$ cat src/rtl/gray_pkg.sv
// Shared helpers for the Gray-pointer receiver: Gray/binary conversion and the
// multi-bit-change detector used by the optional error check.
package gray_pkg;

    localparam int SYNC_STAGES_MIN = 2;
    localparam int SYNC_STAGES_MAX = 4;
    localparam int GRAY_MAX_W      = 32;

    // Callers zero-extend narrower values; the leading zeros do not change the decode.
    function automatic logic [GRAY_MAX_W-1:0] gray2bin(input logic [GRAY_MAX_W-1:0] g);
        logic [GRAY_MAX_W-1:0] b;
        b[GRAY_MAX_W-1] = g[GRAY_MAX_W-1];
        for (int i = GRAY_MAX_W - 2; i >= 0; i--) begin
            b[i] = b[i+1] ^ g[i];
        end
        return b;
    endfunction

    function automatic logic [GRAY_MAX_W-1:0] bin2gray(input logic [GRAY_MAX_W-1:0] b);
        return b ^ (b >> 1);
    endfunction

    // Clearing the lowest set bit leaves something only if two or more bits were set.
    function automatic logic popcount_gt1(input logic [GRAY_MAX_W-1:0] v);
        return (v & (v - GRAY_MAX_W'(1))) != '0;
    endfunction

endpackage

$ cat src/rtl/gray_sync_ff.sv
// Plain WIDTH-wide, STAGES-deep synchronizer chain with asynchronous active-low reset.
module gray_sync_ff #(
    parameter int WIDTH  = 4,
    parameter int STAGES = 2
) (
    input  logic             clk,
    input  logic             rst_n,
    input  logic [WIDTH-1:0] d_in,
    output logic [WIDTH-1:0] q_out
);

    logic [WIDTH-1:0] sync_q [STAGES];
    logic [WIDTH-1:0] sync_d [STAGES];

    always_comb begin
        sync_d[0] = d_in;
        for (int i = 1; i < STAGES; i++) begin
            sync_d[i] = sync_q[i-1];
        end
    end

    always_ff @(posedge clk or negedge rst_n) begin
        if (!rst_n) begin
            for (int i = 0; i < STAGES; i++) begin
                sync_q[i] <= '0;
            end
        end else begin
            sync_q <= sync_d;
        end
    end

    assign q_out = sync_q[STAGES-1];

endmodule

$ cat src/rtl/gray_sync_rx.sv
// Receive side of a Gray-coded pointer crossing: synchronize, decode, report progress.
// Define GRAY_SYNC_RX_ERR_CHK_EN to build the sticky illegal-transition detector.
module gray_sync_rx
    import gray_pkg::*;
#(
    parameter int WIDTH       = 4,
    parameter int SYNC_STAGES = 2
) (
    input  logic             clk,
    input  logic             rst_n,
    input  logic [WIDTH-1:0] gray_in,
    input  logic             enable,
    input  logic             err_clr,
    output logic [WIDTH-1:0] gray_out,
    output logic [WIDTH-1:0] bin_out,
    output logic [WIDTH-1:0] delta,
    output logic             update,
    output logic             err
);

    logic [WIDTH-1:0] gray_s;
    logic [WIDTH-1:0] bin_s;

    logic [WIDTH-1:0] gray_out_q, gray_out_d;
    logic [WIDTH-1:0] bin_q, bin_d;
    logic [WIDTH-1:0] delta_q, delta_d;
    logic             update_q, update_d;

    gray_sync_ff #(
        .WIDTH  (WIDTH),
        .STAGES (SYNC_STAGES)
    ) u_sync (
        .clk   (clk),
        .rst_n (rst_n),
        .d_in  (gray_in),
        .q_out (gray_s)
    );

    assign bin_s = WIDTH'(gray2bin(GRAY_MAX_W'(gray_s)));

    // While disabled the outputs freeze, so the next capture reports all accumulated progress.
    always_comb begin
        gray_out_d = gray_out_q;
        bin_d      = bin_q;
        delta_d    = delta_q;
        update_d   = 1'b0;
        if (enable) begin
            gray_out_d = gray_s;
            bin_d      = bin_s;
            delta_d    = bin_s - bin_q;
            update_d   = (bin_s != bin_q);
        end
    end

    always_ff @(posedge clk or negedge rst_n) begin
        if (!rst_n) begin
            gray_out_q <= '0;
            bin_q      <= '0;
            delta_q    <= '0;
            update_q   <= 1'b0;
        end else begin
            gray_out_q <= gray_out_d;
            bin_q      <= bin_d;
            delta_q    <= delta_d;
            update_q   <= update_d;
        end
    end

    assign gray_out = gray_out_q;
    assign bin_out  = bin_q;
    assign delta    = delta_q;
    assign update   = update_q;

`ifdef GRAY_SYNC_RX_ERR_CHK_EN
    localparam int FILL_W = $clog2(SYNC_STAGES + 1);

    logic [FILL_W-1:0] fill_q, fill_d;
    logic [WIDTH-1:0]  gray_s_dly_q, gray_s_dly_d;
    logic              err_q, err_d;
    logic              fill_done;
    logic              multi_bit;

    // Right after reset the chain still carries zeros, so comparisons are meaningless until it fills.
    assign fill_done = (fill_q == FILL_W'(SYNC_STAGES));
    assign multi_bit = popcount_gt1(GRAY_MAX_W'(gray_s ^ gray_s_dly_q));

    always_comb begin
        fill_d       = fill_done ? fill_q : fill_q + FILL_W'(1);
        gray_s_dly_d = gray_s;
        err_d        = err_q;
        if (err_clr) begin
            err_d = 1'b0;
        end
        if (fill_done && multi_bit) begin
            err_d = 1'b1;
        end
    end

    always_ff @(posedge clk or negedge rst_n) begin
        if (!rst_n) begin
            fill_q       <= '0;
            gray_s_dly_q <= '0;
            err_q        <= 1'b0;
        end else begin
            fill_q       <= fill_d;
            gray_s_dly_q <= gray_s_dly_d;
            err_q        <= err_d;
        end
    end

    assign err = err_q;
`else
    logic unused_err_clr;
    assign unused_err_clr = err_clr;
    assign err            = 1'b0;
`endif

endmodule

$ cat config.mk
export PLATFORM = sky130hd
export DESIGN_NAME = gray_sync_rx
export DESIGN_NICKNAME = d
export VERILOG_FILES = /design/src/rtl/gray_pkg.sv /design/src/rtl/gray_sync_ff.sv /design/src/rtl/gray_sync_rx.sv
export SDC_FILE = /design/constraint.sdc
export NUM_CORES = 1
export LEC_CHECK = 0
export ABC_AREA = 1
export CORE_ASPECT_RATIO = 0.7
export CORE_MARGIN = 2
export CORE_UTILIZATION = 30
export CTS_CLUSTER_SIZE = 25
export DETAILED_ROUTE_END_ITERATION = 10
export GPL_ROUTABILITY_DRIVEN = 0
export SYNTH_ARGS = -nofsm -noshare
export SYNTH_HDL_FRONTEND = slang
export SYNTH_SLANG_ARGS = --single-unit
$ cat constraint.sdc
create_clock -name clk -period 2.1 [get_ports clk]
set_clock_uncertainty 0.05 [all_clocks]
set_input_delay 0.42 -clock clk [delete_from_list [all_inputs] [get_ports clk]]
set_output_delay 0.42 -clock clk [all_outputs]
set_load 0.05 [all_outputs]
==> run summary <==
Cell row count -> 15
Reg2reg start -> u_sync.q_out[2]$_DFF_PN0_
DRC -> 0
Final Cycle Share -> 0.9292
Slew headroom -> 0.6662
CP arrival -> 1.48 ns
Die Ht -> 48.20 um
Hold Path End -> u_sync.q_out[3]$_DFF_PN0_
Fin. Hold Viols -> 0
Starting Density -> 0.3279
Htree depth -> 1
Worst-path fanout max -> 4
Max VDD drop -> 0.4268 mV
Drt total wl -> 1.410 mm
Die Footprint -> 3236 um^2
Pin count of the biggest net entering global routing -> 21
RR Endpoint -> delta[2]$_DFFE_PN0P_
Reg2Reg Setup Slack -> 0.25 ns
Delay-heaviest family, CP -> buffers and inverters
Layout cells sized above 1 -> 0.1058
Die Width -> 67.14 um
Antenna cells -> 0
Area Growth Syn to Fin -> 32.89%
Vias in the first global route -> 541
CP Cell Sequence -> clkdlybuf4s50_1
Hold Path Cell Cnt -> 0
Via count -> 572
CTS tree -> built
Critical Path RT -> 1.63 ns
Seq/Total Area, Yosys -> 0.5979
PortBufs -> 19
Slowest stage delay, CP -> 0.82 ns
Psw -> 0.3593 mW
Hold Startpoint -> u_sync.sync_d[3]$_DFF_PN0_
CTS clk-pin slew, worst paths -> 0.07 ns
Num CTS Buffers -> 3
Leak -> 0.5314 nW
Final Max Slew Viols -> 0
Fmax -> 512.5 MHz
CP max-delay cell -> clkdlybuf4s50_1
Max-capacitance violation count -> 0
Setup-failing EPs final -> 0
Final worst path period need -> 1.951 ns
First-pass GRT wire length -> 2.463 mm
R2R cell count -> 12
Fin util -> 0.4358
Routed vias/inst -> 4.145
Status -> finished, final reports clean
DP Worst Slack -> 0.2487 ns
Setup bufs post-CTS -> 0
Setup ws final -> 0.1487 ns
Slew @ Worst Pin -> 0.4991 ns
Clock share of power -> 0.269
RSZ-0062 raised after global routing -> false
P per Cell Area -> 956.3 nW/um^2
Crit path buf inv count -> 1
Hold-fix buffers at CTS -> 0
Net Count, Synth -> 95
Initial antenna violation count -> 0
DRT antenna net count -> 0
Reg power frac -> 0.423
First-pass iteration count of the detailed router -> 4
Comb power frac -> 0.308
HP Class -> reg2reg
Post-CTS sizing -> 0
Final net count -> 117
Number of synthesized register bits -> 20
Cell count after synthesis -> 83
Syn avg cell area -> 10.08 um^2
Sw Share -> 0.3378
Longest Clk Path Bufs -> 2
Worst Setup Path Type -> reg2out
I/O Pins -> 22
All-Layer GR Usage -> 0.1075
CTS Root Cell -> clkbuf_8
Clock Latency Late Sink -> 0.25 ns
Aggregate global routing overflow -> 0
Worst Setup Start Kind -> register
Clk sinks -> 20
CP endpoint kind -> output pin
Yosys cell types -> 16
Setup total negative slack -> 0 ns
DR WL/cell -> 10.22 um
Internal -> 0.7045 mW
Synth warnings -> 0
Cell Area, Synth -> 837.1 um^2
First DRT Iteration DRCs -> 43
Core area -> 2552 um^2
Detailed placement HPWL -> 1.073 mm
[metrics by stage]
stage	hold WS [ns]	total power [mW]	std cells	cell area, um^2
6_report	0.2985	1.064	138	1112
5_1_grt	0.3097	1.124	138	1112
4_1_cts	0.3007	1.076	138	1112
3_5_place_dp	0.2847	0.7890	134	1057
3_3_place_gp	0.2825	0.7834	134	1057
2_1_floorplan	0.07441	0.6772	83	837.1
[cells in the mapped netlist, drive strengths merged]
cell	n	area [um^2]
dfrtp	20	500.5
a21oi	1	5.000
nand3	6	40.04
inv	11	41.29
fa	1	20.02
nand2	26	102.6
a41oi	1	8.760
o21ai	8	40.04
conb	1	3.750
ha	3	37.54
buf	3	20.01
xnor2	2	17.52
[worst max-delay path by stage]
stage / start / end / slack, ns / depth (start not counted)
5_1_grt: u_sync.q_out[3]$_DFF_PN0_ / delta[2]$_DFFE_PN0P_ / 0.08 / 12
3_5_place_dp: u_sync.q_out[2]$_DFF_PN0_ / delta[2]$_DFFE_PN0P_ / 0.25 / 12
3_3_place_gp: u_sync.q_out[2]$_DFF_PN0_ / delta[2]$_DFFE_PN0P_ / 0.27 / 12
2_1_floorplan: u_sync.q_out[2]$_DFF_PN0_ / delta[2]$_DFFE_PN0P_ / 0.39 / 12
4_1_cts: gray_out[3]$_DFFE_PN0P_ / bin_out[3] / 0.13 / 1
6_report: gray_out[3]$_DFFE_PN0P_ / bin_out[3] / 0.15 / 1
[logic make-up (layout without fill, tap and decap cells)]
group	Yosys count	count (layout)	share of synthesized area
buffers and inverters	14	35	0.07323
adders and majority gates	4	4	0.06877
other	1	1	0.004480
and+or+nand+nor	32	32	0.1704
xor gates and xnor gates	2	2	0.02093
AOI/OAI and AO/OA	10	10	0.06427
DFF	20	20	0.5979
[flip-flops by register name (all words and copies together) (netlist names)]
register,count
u_sync.sync_d,4
delta,4
u_sync.q_out,4
bin_out,3
update,1
gray_out,4
[cells in the final DEF (no fill, tap or decap), types with 2 or more instances in the layout]
| cell type | n |
|---|---|
| clkbuf_8 | 4 |
| clkdlybuf4s50_1 | 19 |
| dfrtp_1 | 20 |
| ha_1 | 3 |
| inv_1 | 9 |
| inv_2 | 2 |
| nand2_1 | 24 |
| nand2_2 | 2 |
| nand3_1 | 4 |
| nand3_2 | 2 |
| o21ai_0 | 8 |
| xnor2_1 | 2 |
[layer usage]
layer | global-route usage | up-vias | routed length [um]
li1 | - | 300 | -
met1 | 0.1397 | 251 | 735
met2 | 0.1624 | 19 | 551
met3 | 0.05543 | 2 | 116
met4 | 0.02449 | 0 | 7
met5 | 0 | - | 0
[final cells by class]
type | instances | area [um^2]
fillers | 247 | 1440
flip-flops and latches | 20 | 500.5
multi-input cells | 49 | 275.3
repair buffers | 20 | 197.7
clock buffers | 4 | 55.05
well taps | 34 | 42.54
inverters | 11 | 41.29
[power by group through the flow]
stage / sequential (mW) / clock (mW) / combinational, mW
finish: 0.450 / 0.286 / 0.328
global route: 0.455 / 0.313 / 0.356
CTS: 0.451 / 0.294 / 0.331
detailed placement: 0.459 / 0 / 0.330
global placement: 0.457 / 0 / 0.327
floorplan: 0.578 / 0 / 0.0990
No activity file was read; power rests on OpenSTA's default activity.
